[config.mk]
export PLATFORM = sky130hd
export DESIGN_NAME = cic_decim_comb
export DESIGN_NICKNAME = d
export VERILOG_FILES = /design/src/rtl/cic_decim_comb.sv
export SDC_FILE = /design/constraint.sdc
export NUM_CORES = 1
export LEC_CHECK = 0
export ABC_AREA = 0
export ABC_CLOCK_PERIOD_IN_PS = 4000
export BUFFER_PORTS_ARGS = -buffer_cell sky130_fd_sc_hd__buf_2
export CAP_MARGIN = 5
export CORE_UTILIZATION = 55
export CTS_BUF_LIST = sky130_fd_sc_hd__clkbuf_8
export DETAILED_ROUTE_END_ITERATION = 7
export PLACE_DENSITY = 0.87
export SLEW_MARGIN = 0
export SYNTH_ARGS = -nofsm -noshare
export SYNTH_HDL_FRONTEND = slang
export SYNTH_SLANG_ARGS = --single-unit
export TNS_END_PERCENT = 5
[constraint.sdc]
create_clock -name clk -period 4 [get_ports clk]
set_clock_uncertainty 0.05 [all_clocks]
set_input_delay 0.4 -clock clk [delete_from_list [all_inputs] [get_ports clk]]
set_output_delay 0.4 -clock clk [all_outputs]
set_load 0.03 [all_outputs]
[src/rtl/cic_decim_comb.sv]
// cic_decim_comb: decimator and N-stage comb section of a CIC decimation filter.
// Keeps every R-th enabled sample from the integrator chain and runs it through N
// first-difference stages (delay 1) in W-bit wrapping arithmetic. The result is
// registered with a one-cycle valid strobe.
// Optional build macro CIC_COMB_ROUND_EN: round half up when dropping the W-OW LSBs
// instead of plain truncation.
module cic_decim_comb #(
    parameter int W  = 10,
    parameter int R  = 8,
    parameter int N  = 3,
    parameter int OW = 10
) (
    input  logic          clk,
    input  logic          rstn,
    input  logic [W-1:0]  din,
    input  logic          din_en,
    input  logic          clr,
    output logic [OW-1:0] dout,
    output logic          dout_vld
);

    localparam int            PW      = (R > 1) ? $clog2(R) : 1;
    localparam logic [PW-1:0] PH_LAST = PW'(R - 1);

`ifdef CIC_COMB_ROUND_EN
    // Half an output LSB; zero when no bits are dropped.
    localparam logic [W-1:0] RND = (OW < W) ? (W'(1) << ((OW < W) ? (W - OW - 1) : 0))
                                            : {W{1'b0}};
`else
    localparam logic [W-1:0] RND = {W{1'b0}};
`endif

    logic [PW-1:0] r_phase;
    logic [W-1:0]  r_dly [N];
    logic [OW-1:0] r_dout;
    logic          r_vld;

    logic          w_dec_stb;
    logic [W-1:0]  w_stage_in [N];
    logic [W-1:0]  w_y;
    logic [W-1:0]  w_y_rnd;
    logic [OW-1:0] w_out;

    assign w_dec_stb = din_en && (r_phase == PH_LAST);

    // Comb chain: each stage subtracts its delayed input; stage inputs are kept
    // separately because the delay registers capture the input, not the output.
    always_comb begin
        logic [W-1:0] v;
        v = din;
        for (int k = 0; k < N; k++) begin
            w_stage_in[k] = v;
            v = v - r_dly[k];
        end
        w_y = v;
    end

    assign w_y_rnd = w_y + RND;
    assign w_out   = w_y_rnd[W-1:W-OW];

    // Decimation phase: counts enabled samples only, so din_en gaps never slip it.
    always_ff @(posedge clk or negedge rstn) begin
        if (!rstn) begin
            r_phase <= '0;
        end else if (clr) begin
            r_phase <= '0;
        end else if (din_en) begin
            r_phase <= (r_phase == PH_LAST) ? '0 : r_phase + PW'(1);
        end
    end

    // Comb history: updated only on kept samples.
    always_ff @(posedge clk or negedge rstn) begin
        if (!rstn) begin
            for (int k = 0; k < N; k++) r_dly[k] <= '0;
        end else if (clr) begin
            for (int k = 0; k < N; k++) r_dly[k] <= '0;
        end else if (w_dec_stb) begin
            for (int k = 0; k < N; k++) r_dly[k] <= w_stage_in[k];
        end
    end

    // Output register and one-cycle valid strobe; dout holds between strobes.
    always_ff @(posedge clk or negedge rstn) begin
        if (!rstn) begin
            r_dout <= '0;
            r_vld  <= 1'b0;
        end else if (clr) begin
            r_dout <= '0;
            r_vld  <= 1'b0;
        end else if (w_dec_stb) begin
            r_dout <= w_out;
            r_vld  <= 1'b1;
        end else begin
            r_vld  <= 1'b0;
        end
    end

    assign dout     = r_dout;
    assign dout_vld = r_vld;

endmodule

Yosys cells after proc, flatten, opt, wreduce, memory -nomap -nowiden
Cells that the tools add are included.

Output and inout port bits: 11. Input bits: 14. Flip-flop bits (word level): 44.

Reductions and logical operators: 3. $add $sub $neg: 4. Eq/ne operators: 1. Mux-type cells: 9.

Operator list (number): two-way mux 30 bit (2); subtractor 10 bit (3); two-way mux 10 bit (2); two-way mux 3 bit (3); nonzero test 2 bit (2); adder 3 x 1 -> 3 bit, second input constant (1); equality test 3 bit, second input constant (1); two-way mux 1 bit (2); logical AND 1 bit (1).

Depth between registers and ports, before layout
Depth in word-level cells: 5. Gate-level depth with buffers: 22.

Worst setup path before layout
No wires, ideal clock.

Path type: input to register. Start point: input port din[0]. End point: register r_dout[9] (netlist: dout[9]). Required time: 3828 ps. Setup time: 122 ps. Stages: 21. Setup slack: -421 ps. Arrival time: 4250 ps. Path buffers: 0. Cells stage by stage: inv_1 ha_1 fa_1 nor2b_1 o21ai_0 a21boi_0 o21ai_0 nor2b_1 xnor2_1 ha_1 or3_4 o21ai_0 xnor2_1 ha_1 nand4_1 a211o_1 nand3_1 a21oi_1 xnor2_1 or3_1 a32o_1.

Word-level cells in the longest chain between the ends: 5.

RTL lines: start: declaration (line 15) `input logic [W-1:0] din,`; subtractor 10 bit (3 in a row) (line 53) `v = v - r_dly[k];`; two-way mux 10 bit (line 91) `end else if (w_dec_stb) begin`; two-way mux 10 bit (line 88) `end else if (clr) begin`; end signal: assignment (line 92) `r_dout <= w_out;`; end: declaration (line 35) `logic [OW-1:0] r_dout;`.

No other way between the ends. The select of a mux whose other input is x is not followed. A chain may end at the register's enable or synchronous reset.

Worst setup path in the final report
Start point: register r_dly[20] (netlist name). End point: register r_dout[9] (netlist: dout[9]).

Word-level cells in the longest chain between the ends: 5.

RTL lines: start: declaration (line 34) `logic [W-1:0] r_dly [N];`; subtractor 10 bit (3 in a row) (line 53); two-way mux 10 bit (line 91); two-way mux 10 bit (line 88).

No other way between the ends. The select of a mux whose other input is x is not followed.

==> results.ini <==
[outcome]
outcome=finished with violations
violations=negative setup slack

[critical_path]
crit_type=reg2reg
end_kind=register
reg2reg_depth=20
worst_r2r_endpoint=dout[9]$_DFFE_PN0P_
arrival_ps=4420
worst_ep_required_time_ps=4160
cp-start-kind=register
crit_fanout=3
r2r_slack_ps=-260
rr_startpoint=r_dly[20]$_DFFE_PN0P_

[clock_tree]
ctsHoldBuffers=0
htree_levels=2
cts_buffers=5
cts_tree=done
clockRootBuffer=clkbuf_8
path_clk_slew_ps=100
clk_latency_ps=300
cts_buffer_depth=2
clock-sinks=44

[grt]
grt_pass1_vias=2307
antenna_found_initial=0
grt_max_degree=45
grt_pass1_wl_um=10200
overflow=0
grtUsageTotal_pct=24.1

[die]
dieArea_um2=5550
rows=26
die_y_um=74.5
core_um2=5070
die_w_um=74.5
pin_count=25
initial_core_util_pct=57.0

[placed_design]
dpl.cell_count=422
dpl.hpwl_um=4400
io_buffers=24
gp_congestion=0.877
place_area_um2=3350

[yosys]
synthArstFlopShare_pct=100
synthTopCellsByArea=dfrtp_1 38%, ha_1 13%, a22o_1 6.4%
synth_cells=305
synth_nets=351
yosys.area.top_type=dfrtp_1
synth_top_area_share_pct=38.1
ys_types=47
synth_flop_cell=dfrtp_1
syn_area_um2=2890
syn_avg_cell_area_um2=9.48
synth_seq_area_share_pct=38.1
synth_edf_count=0
yosys_warnings=0
ys_seq_elements=44

[timing]
fin_tns_setup_ps=-383
maxSlewViolCount=0
final_hold_viol_count=0
worstMarginPinSlew_ps=978
setup_ws_ps=-261
rsz0062_at_grt=true
post-route-period-util_pct=107
min_period_ps=4260
setup_viol=2
max_clock_freq_mhz=235
max-slew-margin-rel_pct=34.8
fin_hold_ws_ps=195

[route]
ant_nets=0
vias_per_cell=5.83
drtIter0Drc=212
routed_wl_um=6800
wl_per_cell_um=15.7
drc=0
drt-pass1-iter-count=5
vias=2524

[finish]
fin_area_um2=3670
nets=408
final_common_cell=dfrtp_1
drive_gt1_share_pct=30.6
antennaDiodeCount=0
final_cell_mix=44 x dfrtp_1, 35 x inv_1, 34 x buf_4
instances_no_fill=433
syn2layout_area_growth_pct=27.0

[run]
maxCapViolCount=0

[hold_path]
hold_path_class=in2async

[power]
powerDensity_nw_per_um2=323
p_leak_nw=1.73
ir_drop_v=0.000188

## what timing repair did
action	CTS	global route
buffers inserted	1	2
gates resized for setup	16	26
pin swaps	16	17
endpoints found under the hold margin	0	0
setup endpoints to repair	3	3
## cell usage after synthesis, types with 4 or more instances
library cell,number
nor2b_1,7
nand2_1,24
clkbuf_1,7
o31ai_1,6
o21a_1,4
dfrtp_1,44
a21boi_0,6
or3_1,6
nor2_1,18
ha_1,29
a21oi_1,12
inv_1,36
a22o_1,21
o21ai_0,25
xor2_1,6
xnor2_1,9
## report_power, final
| part | leakage, nW | total [mW] | internal, mW | switching (mW) |
|---|---|---|---|---|
| clock | 0.0548 | 0.360 | 0.188 | 0.171 |
| sequential | 0.614 | 0.448 | 0.447 | 0.00161 |
| combinational | 1.06 | 0.379 | 0.184 | 0.195 |
## stage by stage
stage / power [mW] / worst slack (ps) / utilization [%]
floorplan: 0.648 / -131 / -
detailed placement: 0.765 / -503 / 66.0
finish: 1.19 / -261 / 72.3
CTS: 1.14 / -168 / 69.6
global placement: 0.755 / -369 / 66.0
global route: 1.23 / -391 / 72.3
## layout make-up
cell class	instances	area, µm²
Multi-Input combinational cell	215	1830
Fill cell	332	1410
Sequential cell	44	1100
Timing Repair Buffer	59	387
Inverter	37	151
Tap cell	70	87.6
Clock buffer	5	68.8
Clock inverter	3	46.3
## cell families after synthesis
| group | share of synthesized area (%) |
|---|---|
| compound gates | 23.3 |
| simple gates | 12.7 |
| buf+inv | 6.02 |
| flops | 38.1 |
| fa+ha+maj | 14.6 |
| xor+xnor | 4.55 |
| mux | 0.693 |
## registers in the layout (all words and copies together), names as in the netlist
signal / cells
r_dly: 30
dout_vld: 1
r_phase: 3
dout: 10
## metal layers
metal	vias up	wire length, µm	GRT usage, %
met5	-	0	0
met4	0	161	7.34
met3	17	314	5.42
met2	92	3350	40.7
met1	1222	2970	30.8
li1	1193	-	-
## worst max-delay path, stage by stage (launching register included)
cell and delay, ps:
dfrtp_1 420, ha_4 180, fa_2 430, nor2b_2 140, o21ai_2 80, a21boi_2 180
buf_4 130, nor2_1 50, ha_1 280, a21boi_2 180, o21ai_2 220, nor2b_4 220
xnor2_2 150, ha_4 250, a21o_1 180, a21oi_2 170, nand3_2 90, a21oi_2 160
xnor2_1 80, or3_1 310, a32o_1 220
## worst max path at each step
stage | from | endpoint | slack, ps | depth (start not counted)
floorplan | din[0] | dout[9]$_DFFE_PN0P_ | -130 | 21
global placement | din[0] | dout[9]$_DFFE_PN0P_ | -370 | 22
detailed placement | din[0] | dout[9]$_DFFE_PN0P_ | -500 | 22
CTS | r_dly[20]$_DFFE_PN0P_ | dout[9]$_DFFE_PN0P_ | -170 | 20
global route | r_dly[21]$_DFFE_PN0P_ | dout[9]$_DFFE_PN0P_ | -390 | 20
finish | r_dly[20]$_DFFE_PN0P_ | dout[9]$_DFFE_PN0P_ | -260 | 20
Note: power is estimated with default switching activity, not from simulation.
